--- src/rtl/tx_serial_7o1_pkg.sv ---
// Shared constants for the 7O1 serial transmitter: state codes, frame geometry
// and the parity helper.
package tx_serial_7o1_pkg;

  localparam int CLOCKS_PER_BIT_DEF = 434;
  localparam int FRAME_BITS         = 10;
  localparam int SHIFT_W            = FRAME_BITS + 1;

  typedef logic [2:0] state_t;

  localparam logic [2:0] ST_INICIAL     = 3'd0;
  localparam logic [2:0] ST_PREPARACAO  = 3'd1;
  localparam logic [2:0] ST_TRANSMISSAO = 3'd2;
  localparam logic [2:0] ST_ESPERA      = 3'd3;
  localparam logic [2:0] ST_FINAL       = 3'd4;

  // Odd parity: data plus parity bit always hold an odd number of ones.
  function automatic logic odd_parity(input logic [6:0] d);
    return ~^d;
  endfunction

endpackage

--- src/rtl/tx_serial_7o1_baud_cnt.sv ---
// Modulo-M bit-time counter with synchronous clear and count enable; end_o
// flags the last count of a bit period.
module tx_serial_7o1_baud_cnt #(
  parameter int M = 434,
  localparam int W = (M > 1) ? $clog2(M) : 1
) (
  input  logic clock,
  input  logic reset,
  input  logic clear_i,
  input  logic enable_i,
  output logic end_o
);

  localparam logic [W-1:0] LAST = W'(M - 1);

  logic [W-1:0] count_q, count_d;

  always_comb begin
    count_d = count_q;
    if (clear_i) begin
      count_d = '0;
    end else if (enable_i) begin
      count_d = (count_q == LAST) ? '0 : count_q + 1'b1;
    end
  end

  always_ff @(posedge clock) begin
    if (reset) begin
      count_q <= '0;
    end else begin
      count_q <= count_d;
    end
  end

  assign end_o = (count_q == LAST);

endmodule

--- src/rtl/tx_serial_7o1.sv ---
// UART-style 7O1 transmitter: start bit, 7 data bits LSB first, odd parity,
// stop bit, launched by a rising edge on partida.
module tx_serial_7o1
  import tx_serial_7o1_pkg::*;
#(
  parameter int CLOCKS_PER_BIT = CLOCKS_PER_BIT_DEF,
  parameter int STATE_W        = 4
) (
  input  logic               clock,
  input  logic               reset,
  input  logic               partida,
  input  logic [6:0]         dados_ascii,
  output logic               saida_serial,
  output logic               pronto,
  output logic               db_partida,
  output logic               db_saida_serial,
  output logic [STATE_W-1:0] db_estado
);

  state_t               state_q, state_d;
  logic [SHIFT_W-1:0]   shift_q, shift_d;
  logic [3:0]           bit_cnt_q, bit_cnt_d;
  logic                 partida_q;
  logic                 start;
  logic                 baud_clear;
  logic                 baud_enable;
  logic                 baud_end;

  assign start = partida & ~partida_q;

  tx_serial_7o1_baud_cnt #(
    .M(CLOCKS_PER_BIT)
  ) u_baud_cnt (
    .clock    (clock),
    .reset    (reset),
    .clear_i  (baud_clear),
    .enable_i (baud_enable),
    .end_o    (baud_end)
  );

  always_comb begin
    state_d     = state_q;
    shift_d     = shift_q;
    bit_cnt_d   = bit_cnt_q;
    baud_clear  = 1'b0;
    baud_enable = 1'b0;
    case (state_q)
      ST_INICIAL: begin
        if (start) state_d = ST_PREPARACAO;
      end
      ST_PREPARACAO: begin
        // Trailing 1 keeps the line idle until the first shift exposes the start bit.
        shift_d    = {1'b1, odd_parity(dados_ascii), dados_ascii, 1'b0, 1'b1};
        bit_cnt_d  = '0;
        baud_clear = 1'b1;
        state_d    = ST_TRANSMISSAO;
      end
      ST_TRANSMISSAO: begin
        shift_d = {1'b1, shift_q[SHIFT_W-1:1]};
        state_d = ST_ESPERA;
      end
      ST_ESPERA: begin
        baud_enable = 1'b1;
        if (baud_end) begin
          if (bit_cnt_q == 4'(FRAME_BITS - 1)) begin
            state_d = ST_FINAL;
          end else begin
            shift_d   = {1'b1, shift_q[SHIFT_W-1:1]};
            bit_cnt_d = bit_cnt_q + 4'd1;
          end
        end
      end
      ST_FINAL: begin
        state_d = ST_INICIAL;
      end
      default: begin
        state_d = ST_INICIAL;
      end
    endcase
  end

  always_ff @(posedge clock) begin
    if (reset) begin
      state_q   <= ST_INICIAL;
      shift_q   <= '1;
      bit_cnt_q <= '0;
      partida_q <= 1'b0;
    end else begin
      state_q   <= state_d;
      shift_q   <= shift_d;
      bit_cnt_q <= bit_cnt_d;
      partida_q <= partida;
    end
  end

  assign saida_serial    = shift_q[0];
  assign pronto          = (state_q == ST_FINAL);
  assign db_partida      = partida;
  assign db_saida_serial = saida_serial;
  assign db_estado       = STATE_W'(state_q);

endmodule

--- config.mk ---
export PLATFORM = sky130hd
export DESIGN_NAME = tx_serial_7o1
export DESIGN_NICKNAME = d
export VERILOG_FILES = /design/src/rtl/tx_serial_7o1_pkg.sv /design/src/rtl/tx_serial_7o1_baud_cnt.sv /design/src/rtl/tx_serial_7o1.sv
export SDC_FILE = /design/constraint.sdc
export NUM_CORES = 1
export LEC_CHECK = 0
export ABC_AREA = 1
export CAP_MARGIN = 20
export CORE_MARGIN = 4
export CORE_UTILIZATION = 44
export DETAILED_ROUTE_END_ITERATION = 12
export MAX_ROUTING_LAYER = met4
export PLACE_DENSITY_LB_ADDON = 0.1
export SETUP_SLACK_MARGIN = 0.02
export SYNTH_ARGS = -nofsm -noshare
export SYNTH_HDL_FRONTEND = slang
export SYNTH_SLANG_ARGS = --single-unit
--- constraint.sdc ---
create_clock -name clock -period 3.4 [get_ports clock]
set_input_delay 0.51 -clock clock [delete_from_list [all_inputs] [get_ports clock]]
set_output_delay 0.51 -clock clock [all_outputs]
set_load 0.05 [all_outputs]
== Yosys cells after proc, flatten, opt, wreduce, memory -nomap -nowiden ==
Cells that the tools add are included.
Word-level totals
  flip-flop bits (word level): 28
  bits of input ports: 10
  word-level logic and storage cells: 40
Operators by class
  $add $sub $neg: 2
  eq/ne operators: 10
  multiplexer cells: 13
  bitwise gates (word level): 2
  reductions and logical operators: 8
Operators by type and width (count)
  $pmux W11 S3: 1
  $mux W11: 2
  $pmux W3 S4: 1
  $add A9 B1 Y9 const B: 1
  $eq A9 B9 Y1 const B: 1
  $mux W3: 3
  $mux W9: 1
  $reduce_and A3 Y1: 3
  $mux W4: 2
  $ne A2 B2 Y1 const B: 4
  $pmux W4 S2: 1
  $reduce_xnor A7 Y1: 1
  $eq A3 B2 Y1 const B: 2
  $add A4 B1 Y4 const B: 1
  $eq A4 B4 Y1 const B: 1
  $eq A3 B1 Y1 const B: 1
  $eq A3 B3 Y1 const B: 1
  $logic_not A3 Y1: 1
  $reduce_bool A3 Y1: 1
  $mux W1: 2
  $reduce_bool A2 Y1: 1
  $reduce_or A2 Y1: 1
  $and A1 B1 Y1: 1
  $not A1 Y1: 1

== Depth between registers and ports, before layout ==
Gate-level depths: netlist of run 1.
  word-level depth: 4
  gate-level depth with buffers: 10
  depth with buffers taken out: 10

== Modules after synthesis ==
A second synthesis of run 1 with hierarchy kept.
Unflattened totals
  cells, all modules: 228
  area, all modules: 1519.0 sq um
By module, submodules not included
  tx_serial_7o1: instances 1, cells an instance 154, area an instance 993.5 sq um, seq. area each 360.3 sq um
  tx_serial_7o1_baud_cnt: instances 1, cells an instance 74, area an instance 525.5 sq um, seq. area each 180.2 sq um

== Worst setup path before layout of run 1 ==
No wires, ideal clock.
  path type: flip-flop to output port
  start: register state_q[2]
  end: output pronto
  data arrival time: 1864 ps
  setup slack: 1026 ps
  stages on the path, launching flop included: 3
  path buffers: 0
  cell sequence: dfxtp_1 -> inv_2 -> nor3_1
Between the ends
  cells in the longest elaborated chain, start to end: 1
RTL lines
  start, declared: RTL line tx_serial_7o1.sv:20  | state_t state_q, state_d;
  start signal, assigned: RTL line tx_serial_7o1.sv:89  | state_q <= state_d;
  $eq A3 B3 Y1: RTL line tx_serial_7o1.sv:97  | assign pronto = (state_q == ST_FINAL);
  end, declared: RTL line tx_serial_7o1.sv:14  | output logic pronto,
Every way passes these cells.

== Worst setup path after layout of run 1 ==
Same ends and word-level chain as after synthesis.

==> flow_metrics.env, run 1 <==
export IMPL_worstSetupStartpointType="flip-flop"
export IMPL_power_per_cell_area_nw_per_um2=544
export IMPL_final_util=0.513
export IMPL_grt_util_all_layers=0.143
export IMPL_pin_count_of_the_biggest_net_entering_global_routing=18
export IMPL_post_synth_top_count_cell="nand2_1"
export IMPL_final_max_slew_violation_count=0
export IMPL_holdCritPathClass="flip-flop to flip-flop"
export IMPL_post_layout_nonfiller_instances=287
export IMPL_cp_end_kind="output port"
export IMPL_grt_remaining_overflow=0
export IMPL_dpl_cell_count=283
export IMPL_grt_setup_unrepaired="false"
export IMPL_postCtsHoldBufs=0
export IMPL_antenna_diode_count=0
export IMPL_num_fill_cells=366
export IMPL_tightest_hold_margin_ps=495
export IMPL_via_count=1331
export IMPL_number_of_stages_on_the_worst_hold_path=2
export IMPL_cts_tree="built"
export IMPL_hpwl_um=2130
export IMPL_layout_area_overhead_vs_synth_pct=12.6
export IMPL_period_minus_slack_ps=2320
export IMPL_synthSimpleGateAreaFrac=0.397
export IMPL_post_synth_mux_area_share=0
export IMPL_initial_detailed_routing_violation_count=54
export IMPL_post_layout_total_power_mw=0.930
export IMPL_synth_fp_nets=242
export IMPL_r2r_worst_path_cells=8
export IMPL_tritoncts_num_buffers=3
export IMPL_ys_top_cells_by_area="dfxtp_1 (36%), nand2_1 (16%), inv_1 (7.4%), nand3_1 (7.2%), nor2_1 (6.2%)"
export IMPL_post_synth_fa_ha_maj_area_fraction=0.0329
export IMPL_fp_dieW_um=66.8
export IMPL_run_status="finished clean"
export IMPL_viasPerCell=4.64
export IMPL_setup_viol=0
export IMPL_postSynthAreaPerCell_sq_um=6.66
export IMPL_synth_async_reset_ratio=0
export IMPL_cell_area_placed_sq_um=1680
export IMPL_floorplan_rows=21
export IMPL_final_setup_tns_ps=0
export IMPL_i_o_pins=18
export IMPL_worst_endpoint_required_ps=2890
export IMPL_crit_type="flip-flop to output port"
export IMPL_grt_antenna_before_repair=0
export IMPL_fraction_of_synthesized_cell_area_taken_by_the_top_area_cell_type=0.356
export IMPL_synth_cell_area_sq_um=1520
export IMPL_data_arrival_time_at_the_worst_slack_endpoint_ps=1810
export IMPL_route_detailed_drc=0
export IMPL_place_congestion=0.772
export IMPL_worst_path_max_fanout=4
export IMPL_detailed_route_wl_um=2750
export IMPL_synth_top_area_cell="dfxtp_1"
export IMPL_yosys_warnings=0
export IMPL_grt_pass1_vias=1156
export IMPL_leakage_power_summed_over_all_cells_nw=0.772
export IMPL_synth_xor_area_frac=0.0288
export IMPL_cts_reportedPaths_clkPinSlew_ps=160
export IMPL_number_of_enable_type_register_cells_in_the_synthesized_netlist=0
export IMPL_wire_per_inst_um=9.59
export IMPL_first_pass_iters=4
export IMPL_seq_area_frac_synth=0.356
export IMPL_layout_cell_area_non_filler_sq_um=1710
export IMPL_slew_at_the_pin_closest_to_its_max_slew_limit_ps=499
export IMPL_area_enclosed_by_the_die_boundary_sq_um=4460
export IMPL_htreeDepth=1
export IMPL_io_buffer_count=16
export IMPL_cts_resized=0
export IMPL_clockRootBuffer="clkbuf_4"
export IMPL_worst_skew_pair_late_latency_ps=330
export IMPL_wire_length_of_the_first_global_routing_pass_um=4850
export IMPL_core_area_sq_um=3340
export IMPL_ys_seq_elements=27
export IMPL_irDropWorstVdd_mv=0.239
export IMPL_finalHoldViolCount=0
export IMPL_die_height_um=66.8
export IMPL_synth_main_ff_cell="dfxtp_1"
export IMPL_fin_crit_sh=0.682
export IMPL_combinational_family_with_the_most_area_after_synthesis="simple AND/OR/NAND/NOR gates"
export IMPL_layout_drive_gt1_share=0.0622
export IMPL_cts_sinks=27
export IMPL_starting_utilization_of_the_core_area=0.455
export IMPL_postRouteAntennaNets=0
export IMPL_max_freq_ghz=0.431
export IMPL_placement_setup_worst_slack_ps=1100
export IMPL_drv_max_cap_violation_count=0
export IMPL_post_cts_setup_buffers=0
export IMPL_max_slew_margin=0.666
export IMPL_synthesis_instances=228
export IMPL_clock_skew_final_ps=19.5
export IMPL_postLayoutSetupSlackWorst_ps=1080
export IMPL_synth_compound_area_frac=0.0684
export IMPL_cts_buffer_depth=2
export IMPL_netlist_top_cells_count="nand2_1 (66), inv_1 (30), dfxtp_1 (27), nor2_1 (25), nand3_1 (22)"
export IMPL_num_nets_final=256
export IMPL_synthDistinctLibCells=29
flip-flops by register name, summed over array words and instances, names as in the netlist:
name                cells
shift_q                10
state_q                 3
partida_q               1
bit_cnt_q               4
u_baud_cnt.count_q      9
path summary, 6_finish.rpt:
path | startpoint | to | slack [ps]
min reg2reg | shift_q[3]$_SDFFE_PP1P_ | shift_q[3]$_SDFFE_PP1P_ | 500
max reg2reg | state_q[2]$_SDFFE_PP0P_ | shift_q[8]$_SDFFE_PP1P_ | 1510
max | state_q[2]$_SDFFE_PP0P_ | pronto | 1080
min | shift_q[3]$_SDFFE_PP1P_ | shift_q[3]$_SDFFE_PP1P_ | 500
critical path, stage by stage (launching register included):
cell and delay (ps):
dfxtp_1 440, inv_2 80, nor3_1 130, clkdlybuf4s50_1 820
power by group:
| part | internal, mW | leakage [nW] | switching, mW | total, mW |
|---|---|---|---|---|
| combinational | 0.128 | 0.533 | 0.252 | 0.380 |
| clock | 0.0441 | 0.0177 | 0.0948 | 0.139 |
| sequential | 0.372 | 0.221 | 0.0394 | 0.412 |
| total | 0.545 | 0.772 | 0.386 | 0.930 |
placed cells by master (no fill, tap or decap):
| cell type | instances |
|---|---|
| o21ai_2 | 1 |
| inv_2 | 2 |
| nor3_1 | 6 |
| clkinv_2 | 1 |
| a21oi_2 | 1 |
| nand3b_1 | 1 |
| o211ai_1 | 1 |
| o22ai_1 | 1 |
| nor2_1 | 25 |
| inv_1 | 30 |
| dfxtp_1 | 27 |
| conb_1 | 1 |
| clkbuf_4 | 3 |
| nand3_2 | 1 |
| nand4_1 | 5 |
| nor2_4 | 3 |
| clkdlybuf4s50_1 | 16 |
| o21a_1 | 1 |
| nand2_4 | 1 |
| xnor2_1 | 2 |
| ha_1 | 4 |
| nand2_1 | 66 |
| a21oi_1 | 3 |
| xor2_1 | 3 |
| nand3_1 | 22 |
| nand2_2 | 2 |
| nor3b_1 | 2 |
| o21ai_0 | 10 |
cells by family (layout without fill, tap and decap cells):
| family | after synthesis | after routing |
|---|---|---|
| buffers and inverters | 39 | 52 |
| AOI/OAI and AO/OA | 18 | 18 |
| other | 1 | 1 |
| xor gates and xnor gates | 5 | 5 |
| adders and majority gates | 4 | 4 |
| and+or+nand+nor | 134 | 134 |
| DFF | 27 | 27 |
final cells by class:
type | count | area [sq um] | share of cell area
repair buffers | 16 | 160 | 0.0936
clock buffers | 3 | 22.5 | 0.0132
multi-input cells | 162 | 805 | 0.470
clock inverters | 1 | 5.00 | 0.00293
inverters | 32 | 120 | 0.0702
well taps | 46 | 57.6 | 0.0337
flip-flops and latches | 27 | 541 | 0.316
layer usage:
| layer | GRT usage | wire, um |
|---|---|---|
| met5 | - | 0 |
| met1 | 0.173 | 1400 |
| met3 | 0.0354 | 85 |
| met4 | 0.0381 | 33 |
| met2 | 0.238 | 1240 |
Note: power is estimated with default switching activity, not from simulation.
==> run 2: changes to the inputs <==
==> constraint.sdc (replaced) <==
create_clock -name clock -period 2.1 [get_ports clock]
set_input_delay 0.315 -clock clock [delete_from_list [all_inputs] [get_ports clock]]
set_output_delay 0.315 -clock clock [all_outputs]
set_load 0.05 [all_outputs]
==> run 2 against run 1 <==
Effect of this change: die area unchanged; core utilization increased by 1.0 points; clock skew decreased by 13 ps; setup slack got worse by 920 ps; sequential power increased by 61%; register-to-register slack got worse by 1000 ps; global-route usage increased by 0.41 points; design area increased by 2.0%; sequential share of layout area decreased by 0.61 points; cell count increased by 1.4%; largest power group unchanged.
==> flow_metrics.env, run 2 (synthesized netlist as in run 1, its figures left out) <==
export IMPL_mostFrequentLayoutCell="nand2_1"
export IMPL_post_cts_setup_buffers=0
export IMPL_wl_met3_um=64
export IMPL_floorplan_rows=21
export IMPL_finalHoldViolCount=0
export IMPL_postRouteAntennaNets=0
export IMPL_irDropWorstVdd_mv=0.360
export IMPL_grt_remaining_overflow=0
export IMPL_place_congestion=0.837
export IMPL_layout_top_registers="shift_q: 10 flops, u_baud_cnt.count_q: 9 flops, bit_cnt_q: 4 flops"
export IMPL_starting_utilization_of_the_core_area=0.455
export IMPL_wire_length_of_the_first_global_routing_pass_um=4970
export IMPL_critical_path_cell_chain="clkdlybuf4s50_1"
export IMPL_critical_path_slowest_cell="clkdlybuf4s50_1"
export IMPL_core_area_sq_um=3340
export IMPL_dpl_cell_count=287
export IMPL_top_layer="met4"
export IMPL_die_height_um=66.8
export IMPL_tritoncts_num_buffers=3
export IMPL_period_minus_slack_ps=1940
export IMPL_largest_register_ff_count=10
export IMPL_wire_per_inst_um=9.82
export IMPL_area_enclosed_by_the_die_boundary_sq_um=4460
export IMPL_power_per_cell_area_nw_per_um2=872
export IMPL_pin_count_of_the_biggest_net_entering_global_routing=17
export IMPL_final_max_slew_violation_count=0
export IMPL_regMostFlops="shift_q"
export IMPL_run_status="finished clean"
export IMPL_cpPeakStageDelay_ps=850
export IMPL_worstSetupStartpointType="flip-flop"
export IMPL_grt_pass1_vias=1248
export IMPL_postCtsHoldBufs=0
export IMPL_most_common_layout_cells="nand2_1 (66), inv_1 (30), dfxtp_1 (27)"
export IMPL_post_layout_nonfiller_instances=291
export IMPL_layout_drive_gt1_share=0.0816
export IMPL_timing_critical_path_max_delay_family="buffers and inverters"
export IMPL_cts_sinks=27
export IMPL_cell_area_placed_sq_um=1720
export IMPL_detailed_route_wl_um=2860
export IMPL_cts_resized=0
export IMPL_leakage_power_summed_over_all_cells_nw=0.811
export IMPL_path_buf_inv=1
export IMPL_data_arrival_time_at_the_worst_slack_endpoint_ps=1630
export IMPL_cts_tree="built"
export IMPL_worst_endpoint_required_ps=1780
export IMPL_worst_path_max_fanout=5
export IMPL_grt_antenna_before_repair=0
export IMPL_slew_at_the_pin_closest_to_its_max_slew_limit_ps=510
export IMPL_max_freq_ghz=0.515
export IMPL_wl_met2_um=1380
export IMPL_max_slew_margin=0.659
export IMPL_layout_cell_area_non_filler_sq_um=1740
export IMPL_viasPerCell=4.68
export IMPL_fin_crit_sh=0.924
export IMPL_final_setup_tns_ps=0
export IMPL_setup_viol=0
export IMPL_initial_detailed_routing_violation_count=64
export IMPL_drv_max_cap_violation_count=0
export IMPL_routedLengthMet1_um=1390
export IMPL_first_pass_iters=4
export IMPL_grt_setup_unrepaired="false"
export IMPL_i_o_pins=18
export IMPL_final_util=0.523
export IMPL_layout_area_overhead_vs_synth_pct=14.8
export IMPL_antenna_diode_count=0
export IMPL_route_detailed_drc=0
export IMPL_clockRootBuffer="clkbuf_4"
export IMPL_num_nets_final=260
export IMPL_worst_skew_pair_late_latency_ps=310
export IMPL_hpwl_um=2280
export IMPL_io_buffer_count=16
export IMPL_cts_reportedPaths_clkPinSlew_ps=150
export IMPL_crit_type="flip-flop to output port"
export IMPL_fp_dieW_um=66.8
export IMPL_holdCritPathClass="flip-flop to flip-flop"
export IMPL_clock_skew_final_ps=6.15
export IMPL_via_count=1361
export IMPL_grt_util_all_layers=0.147
export IMPL_htreeDepth=1
export IMPL_cts_buffer_depth=2
export IMPL_cp_end_kind="output port"
-- run 2: layout make-up --
cell class                      instances  area (sq um)
Fill cell                             353          1590
Multi-Input combinational cell        162           810
Sequential cell                        27           541
Timing Repair Buffer                   20           190
Inverter                               32           120
Tap cell                               46          57.6
Clock buffer                            4          26.3
-- run 2: metal layers --
layer  track usage  up-vias
li1              -      749
met1         0.166      596
met2         0.260       14
met3        0.0253        2
met4        0.0533        0
met5             -        -
-- run 2: path summary, 6_finish.rpt --
kind / from / to / depth (start not counted) / slack [ps]
min: shift_q[3]$_SDFFE_PP1P_ / shift_q[3]$_SDFFE_PP1P_ / 2 / 490
max reg2reg: u_baud_cnt.count_q[0]$_SDFFE_PP0P_ / shift_q[5]$_SDFFE_PP1P_ / 9 / 480
max: state_q[1]$_SDFFE_PP0P_ / db_estado[1] / 1 / 160
min reg2reg: shift_q[3]$_SDFFE_PP1P_ / shift_q[3]$_SDFFE_PP1P_ / 2 / 490
-- run 2: report_power, final --
part | total (mW) | internal, mW | switching (mW) | leakage, nW
logic | 0.633 | 0.221 | 0.411 | 0.575
registers | 0.665 | 0.603 | 0.0626 | 0.221
clock network | 0.223 | 0.0741 | 0.149 | 0.0150
total | 1.52 | 0.898 | 0.623 | 0.811
-- run 2: metrics by stage --
| stage | total power [mW] | setup WS, ps | hold slack, ps |
|---|---|---|---|
| 2_1_floorplan | 1.18 | 342 | 384 |
| 3_3_place_gp | 1.32 | 417 | 463 |
| 3_5_place_dp | 1.31 | 411 | 461 |
| 4_1_cts | 1.54 | 40.6 | 497 |
| 5_1_grt | 1.65 | 89.0 | 525 |
| 6_report | 1.52 | 159 | 494 |
